[config.mk]
export PLATFORM = sky130hd
export DESIGN_NAME = seq_mul_unit
export DESIGN_NICKNAME = d
export VERILOG_FILES = /design/src/rtl/mul_pkg.sv /design/src/rtl/mul_abs_neg.sv /design/src/rtl/seq_mul_unit.sv
export SDC_FILE = /design/constraint.sdc
export NUM_CORES = 1
export LEC_CHECK = 0
export ABC_AREA = 1
export ABC_CLOCK_PERIOD_IN_PS = 2900
export CAP_MARGIN = 20
export CORE_UTILIZATION = 30
export DETAILED_ROUTE_END_ITERATION = 16
export DONT_BUFFER_PORTS = 1
export PLACE_DENSITY_LB_ADDON = 0.2
export REMOVE_ABC_BUFFERS = 1
export SYNTH_ARGS = -nofsm -noshare
export SYNTH_HDL_FRONTEND = slang
export SYNTH_SLANG_ARGS = --single-unit
[constraint.sdc]
create_clock -name clk -period 2.9 [get_ports clk]
set_input_delay 0.145 -clock clk [delete_from_list [all_inputs] [get_ports clk]]
set_output_delay 0.145 -clock clk [all_outputs]
set_load 0.05 [all_outputs]
[src/rtl/mul_pkg.sv]
// -----------------------------------------------------------------------------
// mul_pkg
//   Definitions shared by the sequential multiplier and its bench:
//   - state_t      : FSM encoding {IDLE, RUN, FIX} (2-bit)
//   - MUL_SIGNED / MUL_UNSIGNED : values of the sign_mode input
//   - cnt_width()  : width of the iteration counter for a given operand width
// -----------------------------------------------------------------------------
package mul_pkg;

    typedef enum logic [1:0] {
        IDLE = 2'd0,
        RUN  = 2'd1,
        FIX  = 2'd2
    } state_t;

    localparam logic MUL_SIGNED   = 1'b1;
    localparam logic MUL_UNSIGNED = 1'b0;

    // Counter must be able to hold 0..width (it wraps to width after the last
    // iteration), hence $clog2(width+1).
    function automatic int cnt_width(input int width);
        return $clog2(width + 1);
    endfunction

endpackage

[src/rtl/mul_abs_neg.sv]
// -----------------------------------------------------------------------------
// mul_abs_neg
//   Combinational conditional two's complement: result = negate ? -value : value.
//   Used both for operand magnitudes (N=WIDTH) and for the final sign fix-up
//   of the product (N=2*WIDTH).
// Ports
//   value   in  N  operand
//   negate  in  1  1 = return the two's complement of value
//   result  out N  value or -value
// -----------------------------------------------------------------------------
module mul_abs_neg #(
    parameter int N = 32
) (
    input  logic [N-1:0] value,
    input  logic         negate,
    output logic [N-1:0] result
);

    assign result = negate ? (~value + N'(1)) : value;

endmodule

[src/rtl/seq_mul_unit.sv]
// -----------------------------------------------------------------------------
// seq_mul_unit
//   Radix-2 shift-add multiplier for the HI/LO datapath (MULT / MULTU).
//   An operation is accepted on the edge that samples start while idle; the
//   engine then iterates once per bit of b and finishes with a sign fix-up
//   cycle, after which hi/lo are updated and done pulses for one cycle.
//
// Parameters
//   WIDTH      operand width (even, 4..64); product is 2*WIDTH bits
// Ports
//   clk        in   1      rising-edge clock
//   reset      in   1      synchronous active-high reset
//   start      in   1      request, sampled only while busy==0
//   sign_mode  in   1      1 = signed (MULT), 0 = unsigned (MULTU)
//   a          in   WIDTH  multiplicand
//   b          in   WIDTH  multiplier
//   abort      in   1      flush: kills the in-flight operation, no done
//   busy       out  1      operation in flight
//   done       out  1      one-cycle pulse, hi/lo valid
//   hi         out  WIDTH  upper half of the product
//   lo         out  WIDTH  lower half of the product
//
// Configuration
//   SEQ_MUL_ZERO_SKIP_EN : when defined, an operation whose sampled a or b is
//   zero jumps straight from IDLE to FIX (result 0, done one edge later).
// -----------------------------------------------------------------------------
module seq_mul_unit
    import mul_pkg::*;
#(
    parameter int WIDTH = 32
) (
    input  logic             clk,
    input  logic             reset,
    input  logic             start,
    input  logic             sign_mode,
    input  logic [WIDTH-1:0] a,
    input  logic [WIDTH-1:0] b,
    input  logic             abort,
    output logic             busy,
    output logic             done,
    output logic [WIDTH-1:0] hi,
    output logic [WIDTH-1:0] lo
);

    localparam int CNT_W = cnt_width(WIDTH);

    state_t                 state_reg, state_next;
    logic [CNT_W-1:0]       cnt_reg;
    logic [2*WIDTH-1:0]     acc_reg;
    logic [WIDTH-1:0]       mcand_reg;
    logic [WIDTH-1:0]       mplier_reg;
    logic                   neg_reg;
    logic                   done_reg;
    logic [WIDTH-1:0]       hi_reg;
    logic [WIDTH-1:0]       lo_reg;

    logic                   accept;
    logic                   finish;
    logic                   neg_next;
    logic [WIDTH:0]         add_sum;
    logic [2*WIDTH-1:0]     acc_shift;
    logic [2*WIDTH-1:0]     product;

    logic [WIDTH-1:0]       operand   [2];
    logic [WIDTH-1:0]       magnitude [2];

    assign operand[0] = a;
    assign operand[1] = b;

    // Operand magnitudes: only negate when in signed mode and the MSB is set.
    // -2^(WIDTH-1) maps to itself, which is the correct unsigned magnitude.
    generate
        for (genvar gi = 0; gi < 2; gi++) begin : g_mag
            mul_abs_neg #(.N(WIDTH)) u_mag (
                .value  (operand[gi]),
                .negate ((sign_mode == MUL_SIGNED) && operand[gi][WIDTH-1]),
                .result (magnitude[gi])
            );
        end
    endgenerate

    assign neg_next = (sign_mode == MUL_SIGNED) && (a[WIDTH-1] ^ b[WIDTH-1]);

    mul_abs_neg #(.N(2*WIDTH)) u_fix (
        .value  (acc_reg),
        .negate (neg_reg),
        .result (product)
    );

    // ---------------- FSM ----------------
    always_ff @(posedge clk) begin
        if (reset) begin
            state_reg <= IDLE;
        end else begin
            state_reg <= state_next;
        end
    end

    always_comb begin
        state_next = state_reg;
        accept     = 1'b0;
        finish     = 1'b0;
        case (state_reg)
            IDLE: begin
                // abort wins over start in the same cycle
                if (start && !abort) begin
                    accept     = 1'b1;
                    state_next = RUN;
`ifdef SEQ_MUL_ZERO_SKIP_EN
                    // accumulator is cleared on accept, so FIX yields zero
                    if ((a == '0) || (b == '0)) begin
                        state_next = FIX;
                    end
`endif
                end
            end
            RUN: begin
                if (abort) begin
                    state_next = IDLE;
                end else if (cnt_reg == CNT_W'(WIDTH - 1)) begin
                    state_next = FIX;
                end
            end
            FIX: begin
                state_next = IDLE;
                finish     = !abort;
            end
            default: begin
                state_next = IDLE;
            end
        endcase
    end

    // ---------------- shift-add datapath ----------------
    // Add the multiplicand into the upper half (keeping the carry), then shift
    // {carry, acc} right by one. After WIDTH steps acc holds |a|*|b|.
    always_comb begin
        add_sum   = {1'b0, acc_reg[2*WIDTH-1:WIDTH]}
                  + {1'b0, (mplier_reg[0] ? mcand_reg : {WIDTH{1'b0}})};
        acc_shift = {add_sum, acc_reg[WIDTH-1:1]};
    end

    always_ff @(posedge clk) begin
        if (reset) begin
            cnt_reg    <= '0;
            acc_reg    <= '0;
            mcand_reg  <= '0;
            mplier_reg <= '0;
            neg_reg    <= 1'b0;
            done_reg   <= 1'b0;
            hi_reg     <= '0;
            lo_reg     <= '0;
        end else begin
            done_reg <= finish;
            if (accept) begin
                mcand_reg  <= magnitude[0];
                mplier_reg <= magnitude[1];
                neg_reg    <= neg_next;
                acc_reg    <= '0;
                cnt_reg    <= '0;
            end else if (state_reg == RUN && !abort) begin
                acc_reg    <= acc_shift;
                mplier_reg <= mplier_reg >> 1;
                cnt_reg    <= cnt_reg + CNT_W'(1);
            end
            if (finish) begin
                hi_reg <= product[2*WIDTH-1:WIDTH];
                lo_reg <= product[WIDTH-1:0];
            end
        end
    end

    assign busy = (state_reg != IDLE);
    assign done = done_reg;
    assign hi   = hi_reg;
    assign lo   = lo_reg;

endmodule

# [Word-level counts from Yosys, hierarchy flattened]
# Cells that the tools add are included.
[word_totals] regBits=202 out_inout_bits=66 word_cells=47
[op_classes] add_sub_neg=5 eq_ne=5 n_mux=13 bitwise_logic=4 n_reduce_logical=11
[ops] cell="two-way mux 32 bit" n=5
[ops] cell="adder 32 x 1 -> 32 bit (second input constant)" n=2
[ops] cell="adder 64 x 1 -> 64 bit (second input constant)" n=1
[ops] cell="two-way mux 64 bit" n=1
[ops] cell="inverter 32 bit" n=2
[ops] cell="inverter 64 bit" n=1
[ops] cell="adder 32 x 32 -> 33 bit" n=1
[ops] cell="adder 6 x 1 -> 6 bit (second input constant)" n=1
[ops] cell="== test 6 x 5 -> 1 bit (second input constant)" n=1
[ops] cell="two-way mux 2 bit" n=3
[ops] cell="logical AND 1 bit" n=5
[ops] cell="case mux 2 bit (2 select lines)" n=1
[ops] cell="nonzero test 2 bit" n=2
[ops] cell="two-way mux 1 bit" n=3
[ops] cell="inequality test 3 bit (second input constant)" n=1
[ops] cell="== test 2 x 1 -> 1 bit (second input constant)" n=1
[ops] cell="== test 2 bit (second input constant)" n=1
[ops] cell="logical NOT 2 bit" n=1
[ops] cell="inequality test 2 bit (second input constant)" n=1
[ops] cell="AND reduction 2 bit" n=1
[ops] cell="OR reduction 2 bit" n=1
[ops] cell="logical NOT 1 bit" n=1
[ops] cell="bitwise XOR 1 bit" n=1

# [Depth between registers and ports, before layout]
[depth] ltp_word=5 mapped_depth=18

# [Modules after synthesis]
# From an unflattened synthesis, not the netlist that was laid out.
[unflattened] hier_cells=2438 hier_area_um2=14765.4
[by_module_without_submodules] mod="seq_mul_unit" instances=1 cells_per_inst=1486 area_per_inst_um2=10082.2
[by_module_without_submodules] mod="mul_abs_neg at u_fix" instances=1 cells_per_inst=498 area_per_inst_um2=2466.1
[by_module_without_submodules] mod="mul_abs_neg at g_mag[0].u_mag ..." instances=2 cells_per_inst=227 area_per_inst_um2=1108.6

# [Worst setup path after synthesis]
# OpenSTA, ideal clock, no wires.
[synth_path] path_kind="register to register" from="register mplier_reg[0]" to="register acc_reg[45]" setup_time_ps=115 t_arrival_ps=2074 required_time_ps=2785 path_slack_ps=711 stages_incl_launch_ff=16 path_buffers=2 period_less_slack_ps=2189 cell_sequence="dfxtp_1 -> clkbuf_1 -> clkbuf_1 -> nand2_1 -> inv_1 -> ha_1 -> fa_1 -> nand3_1 -> nand2_1 -> nand2_1 -> nand2_1 -> nand3_1 -> nand2_1 -> xor2_1 -> o21ai_0 -> inv_1"
[synth_between] elab_chain_len=2
[synth_lines] item="from (decl)" line_no="seq_mul_unit.sv:51" text="logic [WIDTH-1:0] mplier_reg;"
[synth_lines] item="from (signal assigned)" line_no="seq_mul_unit.sv:157" text="mplier_reg <= magnitude[1];"
[synth_lines] item="from (signal assigned)" line_no="seq_mul_unit.sv:163" text="mplier_reg <= mplier_reg >> 1;"
[synth_lines] item="two-way mux 32 bit" line_no="seq_mul_unit.sv:139" text="+ {1'b0, (mplier_reg[0] ? mcand_reg : {WIDTH{1'b0}})};"
[synth_lines] item="adder 32 x 32 -> 33 bit" line_no="seq_mul_unit.sv:139"
[synth_lines] item="to (signal assigned)" line_no="seq_mul_unit.sv:162" text="acc_reg <= acc_shift;"
[synth_lines] item="to (decl)" line_no="seq_mul_unit.sv:49" text="logic [2*WIDTH-1:0] acc_reg;"
# Every way passes these cells.
# A chain may end at the register's enable or synchronous reset.

# [Worst setup path after layout]
[layout_path] from="input port a[1]" to="register mcand_reg[28]"
[layout_between] elab_chain_len=3
[layout_lines] item="from (decl)" line_no="seq_mul_unit.sv:36" text="input logic [WIDTH-1:0] a,"
[layout_lines] item="inverter 32 bit" line_no="mul_abs_neg.sv:19" text="assign result = negate ? (~value + N'(1)) : value;"
[layout_lines] item="adder 32 x 1 -> 32 bit" line_no="mul_abs_neg.sv:19"
[layout_lines] item="two-way mux 32 bit" line_no="mul_abs_neg.sv:19"
[layout_lines] item="to (signal assigned)" line_no="seq_mul_unit.sv:156" text="mcand_reg <= magnitude[0];"
[layout_lines] item="to (decl)" line_no="seq_mul_unit.sv:50" text="logic [WIDTH-1:0] mcand_reg;"
# Every way passes these cells.

==> impl_metrics.toml <==
[min_path]
min_to = "mcand_reg[24]$_SDFFE_PP0P_"
min_from = "a[21]"
hp-class = "primary input to flip-flop"
holdPathStages = 6

[clock_network]
root_buffer = "clkbuf_16"
cts_tree = "yes"
clk_latency_ns = 0.58
cts_made_buffers = 27
cts.path.max_buffers = 3
h-tree-depth = 1
clk_pin_slew_ns = 0.05
cts.sinks = 202

[power_and_ir_drop]
p_per_area_nw_per_um2 = 463
ir_drop_mv = 0.438
p_leak_nw = 7.84

[yosys]
netlist_top_cells_area = "dfxtp_1, nand2_1, inv_1"
synth_top_area_share = 0.292
synth_area_leader_cell = "dfxtp_1"
avgSynthCellArea_um2 = 6.07
ys_seq_area_frac = 0.292
synth_flop_cell = "dfxtp_1"
postSynthCellCount = 2277
synth_edf_count = 0
ys.warnings.count = 0
syn_area_um2 = 13800
ys_ff_latch = 202
synthTopCellsByCount = "nand2_1, inv_1, nor2_1"
synthArstFlopShare = 0
ys_types = 48
synth_most_common_cell = "nand2_1"

[sta]
layout_setup_ws_ns = 0.205
rsz0062_at_grt = "no"
hold_viol_final = 0
fin_crit_ns = 2.70
tightest_slew_ns = 0.900
finalClockSkew_ns = 0.0343
slew_headroom = 0.399
holdWs_ns = 0.0162
finalSetupViolCount = 0
period_share = 0.929
fmax_ghz = 0.371
slew_viol_final = 0

[setup_path]
max_stage_delay_ns = 0.58
crit_path_cell_trace = "dlygate4sd3_1, inv_1, ha_1, nand3_1, nor2_2, nand2_1, nor2_4, nand3_2, nand2_2, o21ai_0, nand2_1, dlygate4sd3_1, nand3_1, dlygate4sd3_1, nand2_1"
crit_buf_inv = 4
cp-end-kind = "flip-flop"
critical-path-top-delay-family = "buffers and inverters"
reg2reg_depth = 8
r2r-end = "mplier_reg[4]$_SDFFE_PP0P_"
criticalPathCategory = "primary input to flip-flop"
reg2reg_slack_ns = 0.41
cp_data_arrival_time_ns = 3.19
crit_fanout = 4
cp.required_ns = 3.40
start_kind = "primary input"
rr_startpoint = "state_reg[1]$_SDFFE_PP0P_"
crit_slowest_cell = "dlygate4sd3_1"
crit_start = "a[1]"

[placed_design]
routabilityCongestion = 0.916
io_buffers = 0
pre_cts_slack_ns = 0.411
dp_hpwl_mm = 35.4
placed_cells = 2811

[cells_and_area]
nFillCells = 5067
layout.nets = 2419
layout.cells.non_filler = 2934
drive_above_1_share = 0.0510
largest_register_ffs = 64
area_growth_pct = 15.6
post-route-util = 0.352
n_antenna_cell = 0

[floorplan]
initial_core_util = 0.305
die_area_um2 = 46900
fp.dieH_um = 217
die_x_um = 217
num_rows = 78
core-area_um2 = 45400
ios = 135

[grt]
gr-usage-met3 = 0.0247
grt_first_pass_wirelength_mm = 74.6
grt_use_total = 0.198
top_usage_layer = "met2"
grt_pass1_vias = 13700
grt_util_met1 = 0.275
grt-ovfl-total = 0
grt_antenna_before_repair = 0
use_met2 = 0.321
grt_max_degree = 117

[drt]
firstDrtPassIters = 7
route.detailed.drc = 0
wire_per_inst_um = 15.9
wirelength_mm = 46.5
postRouteAntennaNets = 0
via_per_inst = 4.85
first_iter_violations = 884
vias = 14200

[run]
maxCapViolations = 0

[run_status]
status = "completed"
## layer usage
| metal | vias up | wire (um) | share of wire |
|---|---|---|---|
| met3 | 58 | 1990 | 0.043 |
| li1 | 7381 | - | - |
| met1 | 6486 | 22800 | 0.49 |
| met4 | 0 | 943 | 0.020 |
| met5 | - | 0 | 0 |
| met2 | 294 | 20800 | 0.45 |
## tightest hold or removal path, cell delays in order
cell     delay [ns]
nor4_1         0.03
nand3_2        0.09
nand2_2        0.06
nand2_1        0.05
nand3_1        0.08
nand2_1        0.06
## worst max path at each step
stage | endpoint | slack [ns] | cells after the start
2_1_floorplan | mplier_reg[1]$_SDFFE_PP0P_ | -2.54 | 5
3_3_place_gp | acc_reg[55]$_SDFFE_PP0P_ | 0.43 | 12
3_5_place_dp | acc_reg[55]$_SDFFE_PP0P_ | 0.41 | 12
4_1_cts | mcand_reg[28]$_SDFFE_PP0P_ | 0.11 | 15
5_1_grt | mcand_reg[28]$_SDFFE_PP0P_ | 0.007 | 15
6_report | mcand_reg[28]$_SDFFE_PP0P_ | 0.20 | 15
## kinds of logic (layout without fill, tap and decap cells)
logic type / Yosys count / in the layout / synth area share
AO/OA/AOI/OAI: 423 / 423 / 0.170
AND/OR/NAND/NOR: 1143 / 1143 / 0.352
flip-flops: 202 / 202 / 0.292
buffers and inverters: 417 / 474 / 0.117
XOR/XNOR: 55 / 55 / 0.0348
adder cells (fa/ha/maj): 37 / 37 / 0.0340
## power breakdown
part	internal (W)	leakage, nW	total, W	switching (W)
Clock	0.00177	0.400	0.00315	0.00139
Sequential	0.00286	1.64	0.00294	0.0000731
Combinational	0.000430	5.80	0.00130	0.000871
Total	0.00506	7.84	0.00739	0.00233
## final cells by class
class	instances	area, um^2	area share
Multi-Input combinational cell	1658	8200	0.513
Sequential cell	202	4050	0.253
Inverter	333	1250	0.0783
Timing Repair Buffer	91	913	0.0571
Tap cell	600	751	0.0470
Clock buffer	35	716	0.0448
Clock inverter	15	111	0.00697
## placed cells by master (no fill, tap or decap), types with 4 or more instances in the layout
master / instances
nor2_1: 214
clkinvlp_4: 4
nand4_1: 31
nand2_1: 634
dlygate4sd3_1: 72
nor3_1: 18
buf_12: 4
o21a_1: 26
clkinv_2: 8
nand3_2: 7
xor2_1: 51
nor2_2: 11
buf_4: 15
o21ai_0: 177
inv_2: 5
xnor2_1: 4
nand2_2: 9
o21bai_1: 16
nand3_1: 189
nor4_1: 4
nor2_4: 6
clkbuf_16: 27
dfxtp_1: 201
ha_1: 36
clkbuf_1: 7
inv_1: 327
o211ai_1: 7
nand3b_1: 4
a21oi_1: 169
o221ai_1: 5
## per-stage QoR
step                      total power [W]  area, um^2  setup TNS, ns
final                             0.00739       16000              0
after global routing              0.00776       16000              0
after CTS                         0.00749       16000              0
after detailed placement          0.00419       14400              0
after global placement            0.00419       14400              0
after floorplan                   0.00383       13500        -209.17
## repair_timing
| item | in CTS | in global routing |
|---|---|---|
| hold buffers | 73 | 0 |
| gates resized for setup | 0 | 4 |
| endpoints found under the setup margin | 0 | 1 |
| setup buffers | 0 | 0 |
| hold endpoints to repair | 69 | 0 |
Power figures use the tool's default switching activity.
